`src/rtl/instr_fetch_unit.sv`:
```
// Fetch stage: PC, credit-limited imem requests, in-order {pc,instr} FIFO toward decode, redirect flush.
// Optional feature macro: FETCH_MISALIGN_TRAP_EN (misaligned redirect yields a single trap entry).
module instr_fetch_unit #(
    parameter logic [31:0] RESET_PC   = 32'h0000_0000,
    parameter int          FIFO_DEPTH = 2
) (
    input  logic        clk,
    input  logic        rst_n,
    output logic        imem_req_valid,
    input  logic        imem_req_ready,
    output logic [31:0] imem_req_addr,
    input  logic        imem_rsp_valid,
    input  logic [31:0] imem_rsp_data,
    input  logic        redirect_valid,
    input  logic [31:0] redirect_pc,
    input  logic        halt,
    output logic        fetch_valid,
    input  logic        fetch_ready,
    output logic [31:0] fetch_pc,
    output logic [31:0] fetch_instr,
`ifdef FETCH_MISALIGN_TRAP_EN
    output logic        fetch_misalign,
`endif
    output logic [1:0]  dbg_state_o
);
    // Handshakes: a transfer happens on a posedge where valid && ready; once imem_req_valid is
    // high its address holds until accepted (redirect excepted). imem responses have no ready.
    localparam int PW = $clog2(FIFO_DEPTH);
    localparam int CW = PW + 1;
    localparam logic [CW:0] DEPTH_C = (CW+1)'(FIFO_DEPTH);

    typedef enum logic [1:0] {
        BOOT   = 2'd0,
        RUN    = 2'd1,
`ifdef FETCH_MISALIGN_TRAP_EN
        TRAP   = 2'd3,
`endif
        HALTED = 2'd2
    } state_e;

    state_e        state_q, state_d;
    logic [31:0]   pc_q, pc_d;
    logic [CW-1:0] inflight_q, inflight_d;
    logic [CW-1:0] drop_q, drop_d;
    logic [CW-1:0] count_q, count_d;
    logic [PW-1:0] rd_ptr_q, rd_ptr_d, wr_ptr_q, wr_ptr_d;
    logic [PW-1:0] rpc_wr_q, rpc_rd_q;
    logic [31:0]   fifo_pc_q    [FIFO_DEPTH];
    logic [31:0]   fifo_instr_q [FIFO_DEPTH];
    logic [31:0]   rpc_q        [FIFO_DEPTH];
`ifdef FETCH_MISALIGN_TRAP_EN
    logic          fifo_mis_q   [FIFO_DEPTH];
    logic          mis_redirect;
    assign mis_redirect = redirect_valid && (redirect_pc[1:0] != 2'b00);
`endif

    logic [CW:0] occupancy;
    logic        accept, rsp_drop, push, pop;

    // Stale requests still hold credit until their response returns.
    assign occupancy      = (CW+1)'(count_q) + (CW+1)'(inflight_q);
    assign imem_req_valid = (state_q == RUN) && !redirect_valid && !halt && (occupancy < DEPTH_C);
    assign imem_req_addr  = pc_q;
    assign accept         = imem_req_valid && imem_req_ready;
    assign rsp_drop       = imem_rsp_valid && (drop_q != '0);
    assign push           = imem_rsp_valid && !rsp_drop && !redirect_valid;
    assign fetch_valid    = (count_q != '0);
    assign pop            = fetch_valid && fetch_ready && !redirect_valid;
    assign fetch_pc       = fetch_valid ? fifo_pc_q[rd_ptr_q] : 32'd0;
    assign fetch_instr    = fetch_valid ? fifo_instr_q[rd_ptr_q] : 32'd0;
    assign dbg_state_o    = state_q;
`ifdef FETCH_MISALIGN_TRAP_EN
    assign fetch_misalign = fetch_valid && fifo_mis_q[rd_ptr_q];
`endif

    always_comb begin
        state_d    = state_q;
        pc_d       = accept ? pc_q + 32'd4 : pc_q;
        inflight_d = inflight_q + CW'(accept) - CW'(imem_rsp_valid);
        drop_d     = drop_q - CW'(rsp_drop);
        count_d    = count_q + CW'(push) - CW'(pop);
        rd_ptr_d   = rd_ptr_q + PW'(pop);
        wr_ptr_d   = wr_ptr_q + PW'(push);
        case (state_q)
            BOOT:    state_d = RUN;
            RUN:     if (halt && inflight_q == '0) state_d = HALTED;
            HALTED:  if (!halt) state_d = RUN;
            default: state_d = state_q;
        endcase
        if (redirect_valid) begin
            // Everything still outstanding after this cycle belongs to the old path.
            state_d  = halt ? HALTED : RUN;
            pc_d     = redirect_pc & ~32'd3;
            drop_d   = inflight_d;
            count_d  = '0;
            rd_ptr_d = '0;
            wr_ptr_d = '0;
`ifdef FETCH_MISALIGN_TRAP_EN
            if (mis_redirect) begin
                state_d  = TRAP;
                count_d  = CW'(1);
                wr_ptr_d = PW'(1);
            end
`endif
        end
    end

    always_ff @(posedge clk or negedge rst_n) begin
        if (!rst_n) begin
            state_q    <= BOOT;
            pc_q       <= RESET_PC;
            inflight_q <= '0;
            drop_q     <= '0;
            count_q    <= '0;
            rd_ptr_q   <= '0;
            wr_ptr_q   <= '0;
            rpc_wr_q   <= '0;
            rpc_rd_q   <= '0;
        end else begin
            state_q    <= state_d;
            pc_q       <= pc_d;
            inflight_q <= inflight_d;
            drop_q     <= drop_d;
            count_q    <= count_d;
            rd_ptr_q   <= rd_ptr_d;
            wr_ptr_q   <= wr_ptr_d;
            rpc_wr_q   <= rpc_wr_q + PW'(accept);
            rpc_rd_q   <= rpc_rd_q + PW'(imem_rsp_valid);
        end
    end

    always_ff @(posedge clk or negedge rst_n) begin
        if (!rst_n) begin
            for (int i = 0; i < FIFO_DEPTH; i++) begin
                fifo_pc_q[i]    <= '0;
                fifo_instr_q[i] <= '0;
                rpc_q[i]        <= '0;
`ifdef FETCH_MISALIGN_TRAP_EN
                fifo_mis_q[i]   <= 1'b0;
`endif
            end
        end else begin
            if (accept) rpc_q[rpc_wr_q] <= pc_q;
            if (push) begin
                fifo_pc_q[wr_ptr_q]    <= rpc_q[rpc_rd_q];
                fifo_instr_q[wr_ptr_q] <= imem_rsp_data;
`ifdef FETCH_MISALIGN_TRAP_EN
                fifo_mis_q[wr_ptr_q]   <= 1'b0;
`endif
            end
`ifdef FETCH_MISALIGN_TRAP_EN
            if (mis_redirect) begin
                fifo_pc_q[0]    <= redirect_pc;
                fifo_instr_q[0] <= 32'h0000_0013;
                fifo_mis_q[0]   <= 1'b1;
            end
`endif
        end
    end
endmodule

```
`config.mk`:
```
export PLATFORM = sky130hd
export DESIGN_NAME = instr_fetch_unit
export DESIGN_NICKNAME = d
export VERILOG_FILES = /design/src/rtl/instr_fetch_unit.sv
export SDC_FILE = /design/constraint.sdc
export NUM_CORES = 1
export LEC_CHECK = 0
export CORE_MARGIN = 4
export CORE_UTILIZATION = 50
export CTS_BUF_LIST = sky130_fd_sc_hd__clkbuf_16
export DETAILED_ROUTE_END_ITERATION = 10
export GPL_TIMING_DRIVEN = 0
export PLACE_DENSITY = 0.72
export SLEW_MARGIN = 15
export SYNTH_ARGS = -nofsm -noshare
export SYNTH_HDL_FRONTEND = slang
export SYNTH_SLANG_ARGS = --single-unit
```
`constraint.sdc`:
```
create_clock -name clk -period 7.6 [get_ports clk]
set_input_delay 1.14 -clock clk [delete_from_list [all_inputs] [get_ports clk]]
set_output_delay 1.14 -clock clk [all_outputs]
set_load 0.01 [all_outputs]
```
# --- Word-level counts from Yosys, hierarchy flattened ---
# Index checks and enable logic that the tools add are counted.
# Widths: inputs -> output; s select.
classes:
  n_addsub: 11
  n_lt_le_gt_ge: 7
  eq_ne: 4
  n_mux: 29
  bitwise: 4
  reduce_logical: 22
op_table:
  columns: ["operator", "count"]
  rows:
  - ["$mux 32", 15]
  - ["$bwmux 64", 3]
  - ["$demux 32 s1", 2]
  - ["$add 32x3->32 const B", 1]
  - ["$logic_and 1x1->1", 12]
  - ["$mux 2", 6]
  - ["$ge 2x2->1 const B", 4]
  - ["$not 1->2", 4]
  - ["$pmux 2 s3", 1]
  - ["$reduce_bool 2->1", 3]
  - ["$sub 2x1->2", 3]
  - ["$add 1x1->1", 4]
  - ["$add 2x1->2", 2]
  - ["$logic_not 2->1", 2]
  - ["$lt 2x1->1 const B", 2]
  - ["$reduce_bool 4->1", 1]
  - ["$add 2x2->3", 1]
  - ["$logic_not 1->1", 3]
  - ["$lt 3x2->1 const B", 1]
  - ["$ne 3x2->1 const B", 1]
  - ["$ne 3x3->1 const B", 1]
  - ["$reduce_and 3->1", 1]
  - ["$eq 2x1->1 const B", 1]
  - ["$eq 2x2->1 const B", 1]
  - ["$mux 1", 2]
word_totals:
  register_bits: 236
  output_inout_bits: 100
  elab_cells: 92

# --- Longest topological paths before layout ---
logic_depth:
  ltp_word: 8
  depth_mapped: 13
  mapped_depth_nobuf: 11

# --- Worst setup path before layout ---
# OpenSTA, ideal clock, no wires.
synth_path:
  path_kind: "input to register"
  from: "input redirect_valid"
  to: "register drop_q[1]"
  arrival_ps: 2755
  required_ps: 7464
  path_slack_ps: 4709
  stages: 11
  n_path_buf: 2
  cell_sequence: "nor4b_2 > nand2_1 > buf_2 > buf_2 > ha_1 > inv_1 > ha_1 > xnor2_1 > xnor2_1 > nand2_1 > o21ai_0"
synth_between:
  elab_chain_cells: 8
synth_rtl:
  columns: ["item", "line_no", "text"]
  rows:
  - ["start, declared", "14", "input logic redirect_valid,"]
  - ["$logic_not 1->1", "62", "assign imem_req_valid = (state_q == RUN) && !redirect_valid && !halt && (occupancy < DEPTH_C);"]
  - ["$logic_and 1x1->1 (3 in series)", "62", null]
  - ["$logic_and 1x1->1", "64", "assign accept = imem_req_valid && imem_req_ready;"]
  - ["$add 2x1->2", "79", "inflight_d = inflight_q + CW'(accept) - CW'(imem_rsp_valid);"]
  - ["$sub 2x1->2", "79", null]
  - ["net inflight_d[1]", "43", "logic [CW-1:0] inflight_q, inflight_d;"]
  - ["$mux 2", "90", "if (redirect_valid) begin"]
  - ["net drop_d[1]", "44", "logic [CW-1:0] drop_q, drop_d;"]
  - ["end signal, assigned", "123", "drop_q <= drop_d;"]
  - ["end, declared", "44", null]
# The timed path passes the listed nets, and every way through them passes these cells.
# A chain may end at the register's enable or synchronous reset.

# --- Final worst setup path ---
layout_path:
  from: "register count_q[1]"
  to: "output fetch_pc[21]"
layout_between:
  elab_chain_cells: 2
layout_rtl:
  columns: ["item", "line_no", "text"]
  rows:
  - ["start, declared", "45", "logic [CW-1:0] count_q, count_d;"]
  - ["start signal, assigned", "124", "count_q <= count_d;"]
  - ["$reduce_bool 2->1", "67", "assign fetch_valid = (count_q != '0);"]
  - ["$mux 32", "69", "assign fetch_pc = fetch_valid ? fifo_pc_q[rd_ptr_q] : 32'd0;"]
  - ["end, declared", "19", "output logic [31:0] fetch_pc,"]
# No other way between the ends.

==> results.md <==
- First-pass GRT wire length: 41800 um
- Rel. slew slack: 40.9%
- IO Port Bufs: 164
- Finished Core Util: 64.8%
- Final worst slack: 3.62 ns
- Synth Register Bits: 226
- CP arrival: 2.84 ns
- Largest net degree at the start of global routing: 107
- Mapped Area: 10500 sq um
- Setup WS pre-CTS: 3.31 ns
- Max-slew violations: 0
- DRC Markers: 0
- Remaining Overflow, GRT: 0
- Sequential area share after synthesis: 54.1%
- Asr flop ratio synth: 100%
- Run status: finished, final reports clean
- Clock Skews: 0.0118 ns
- Die Ht: 153 um
- CTS Buf Count: 24
- CTS resizes: 0
- Post-synth EDFFs: 0
- Gpl congestion: 0.869
- Final instance area: 13200 sq um
- Setup Fix Bufs, Post-CTS: 0
- Period utilisation layout: 52.3%
- Io pins: 171
- CTS sink count: 226
- Vias post-DR: 7752
- Commonest non-fill, non-tap cells in the layout: dfrtp_1, clkdlybuf4s50_1, nor2_1
- Worst-path fanout max: 10
- Die area: 23300 sq um
- Worst hold path class: in2async
- Dpl cell area: 12500 sq um
- Max Cap Viol: 0
- Core area: 20400 sq um
- Commonest non-fill, non-tap cell in the layout: dfrtp_1
- First-pass detailed-route iteration total: 5
- Library cells used by synthesis: 53
- DRT antenna net count: 0
- CTS tree: built
- Worst EP required: 6.46 ns
- Flop2flop setup slack: 4.33 ns
- Crit path launch type: register
- Static leakage: 5.76 nW
- Iter 0 DRT Violations: 519
- Final #Nets: 1198
- Setup CP Type: reg2out
- Max IR drop VDD: 0.146 mV
- Final number of setup-violating endpoints: 0
- N_diodes: 0
- Post-Route WL: 26200 um
- Highest Clock Rate: 251 MHz
- Hold-fix buffers at CTS: 0
- Clk slew on worst S/H paths: 0.06 ns
- Vias per std cell: 5.55
- Layout cells sized above 1: 16.2%
- Total number of H-tree levels: 1
- Yosys warning count: 0
- Die width: 153 um
- Minimum clock period: 3.98 ns
- Total track usage: 21.9%
- Setup tns final: 0 ns
- Hold slack final: 0.464 ns
- WL/cell: 18.7 um
- Crit path capture type: output pin
- Initial core utilization: 51.2%
- Clock Tree Root: clkbuf_16
- Initial antenna violation count: 0
- Vias in the first global route: 7719
- Avg Synthesized Cell Area: 11.4 sq um
- PwrDens: 344 nW/um^2
- Ys flop type: dfrtp_1
- # rows: 52
- Worst Tran Pin Value: 0.883 ns
- Area Growth Syn to Fin: 26.7%
- Final Hold Viols: 0
- Mapped Cells: 918
- RSZ-0062 raised after global routing: no
- Skew-Pair Late Insertion Delay: 0.51 ns
- CTS max path bufs: 3
- HPWL Detailed: 18600 um
critical path, stage by stage, from the launching register on:
cell             delay (ns)
dfrtp_1                0.44
nor2_1                 0.69
clkbuf_1               0.51
nor2_1                 0.18
clkdlybuf4s50_1        0.52
flip-flops by register name, summed over array words and instances (netlist names):
| signal | cells |
|---|---|
| inflight_q | 2 |
| rpc_q | 60 |
| drop_q | 2 |
| dbg_state_o | 2 |
| fifo_pc_q | 60 |
| rpc_wr_q | 1 |
| count_q | 2 |
| fifo_instr_q | 64 |
| rpc_rd_q | 1 |
| wr_ptr_q | 1 |
| imem_req_addr | 30 |
| rd_ptr_q | 1 |
per-stage QoR:
step | cells | power [mW]
after floorplan | 921 | 2.90
after detailed placement | 1357 | 3.46
after global routing | 1398 | 4.83
after global placement | 1355 | 3.40
final | 1398 | 4.55
after CTS | 1398 | 4.59
final timing paths:
kind                                  startpoint                          end  cells after the start
max                         count_q[1]$_DFF_PN0_                 fetch_pc[21]                      4
min                                        rst_n  fifo_instr_q[8]$_DFFE_PN0P_                      1
max reg2reg                 count_q[0]$_DFF_PN0_         rpc_q[2]$_DFFE_PN0P_                      9
min reg2reg                rpc_q[24]$_DFFE_PN0P_        rpc_q[24]$_DFFE_PN0P_                      1
max in group asynchronous                  rst_n    fifo_pc_q[18]$_DFFE_PN0P_                      2
min in group clk           rpc_q[24]$_DFFE_PN0P_        rpc_q[24]$_DFFE_PN0P_                      1
kinds of logic after synthesis:
family                     count (synthesis)  share of synthesized area [%]
adders and majority gates                 14                           1.75
buffers and inverters                     76                           3.02
other                                      1                         0.0359
muxes                                    219                           22.5
DFF                                      226                           54.1
AOI/OAI and AO/OA                        120                           6.66
and+or+nand+nor                          246                           10.6
xor gates and xnor gates                  16                           1.34
per-layer routing:
layer / vias up / part of all wire, % / GRT usage, %
met2: 262 / 48 / 35.8
met1: 3862 / 45 / 31.4
met3: 34 / 6.0 / 3.46
met4: 0 / 1.5 / 4.58
li1: 3594 / - / -
met5: - / 0 / 0
area by class of cell:
cell class                 count  area [sq um]
tap                          270           338
sequential                   226          5660
multi-input combinational    619          4490
inverter                      16          60.1
clock buffer                  25           626
buffer                        60           255
fill                        1659          7180
timing repair buffer         166          1700
clock inverter                16           119
synth_stat cells (all sizes together) (3+ instances only):
| cell | instances | area share (%) |
|---|---|---|
| nor2b | 4 | 0.24 |
| nor3 | 7 | 0.49 |
| a22oi | 4 | 0.29 |
| ha | 13 | 1.6 |
| clkbuf | 38 | 1.4 |
| or3 | 5 | 0.30 |
| mux2 | 124 | 13 |
| nor2 | 143 | 5.2 |
| o311ai | 4 | 0.34 |
| mux2i | 95 | 9.1 |
| xor2 | 8 | 0.67 |
| nand3 | 20 | 1.0 |
| dfrtp | 226 | 54 |
| nand4 | 13 | 0.84 |
| xnor2 | 8 | 0.67 |
| o21ai | 20 | 0.96 |
| buf | 22 | 1.1 |
| inv | 15 | 0.54 |
| a31oi | 3 | 0.18 |
| o211ai | 10 | 0.72 |
| nand2 | 42 | 1.5 |
| a21oi | 67 | 3.2 |
| and3 | 3 | 0.18 |
power breakdown:
group          internal (mW)  switching [mW]  leakage [nW]
Combinational          0.754           0.686          2.50
Sequential              1.71           0.292          2.88
Clock                  0.656           0.456         0.389
Total                   3.12            1.43          5.76
(Power assumes the default switching activity.)
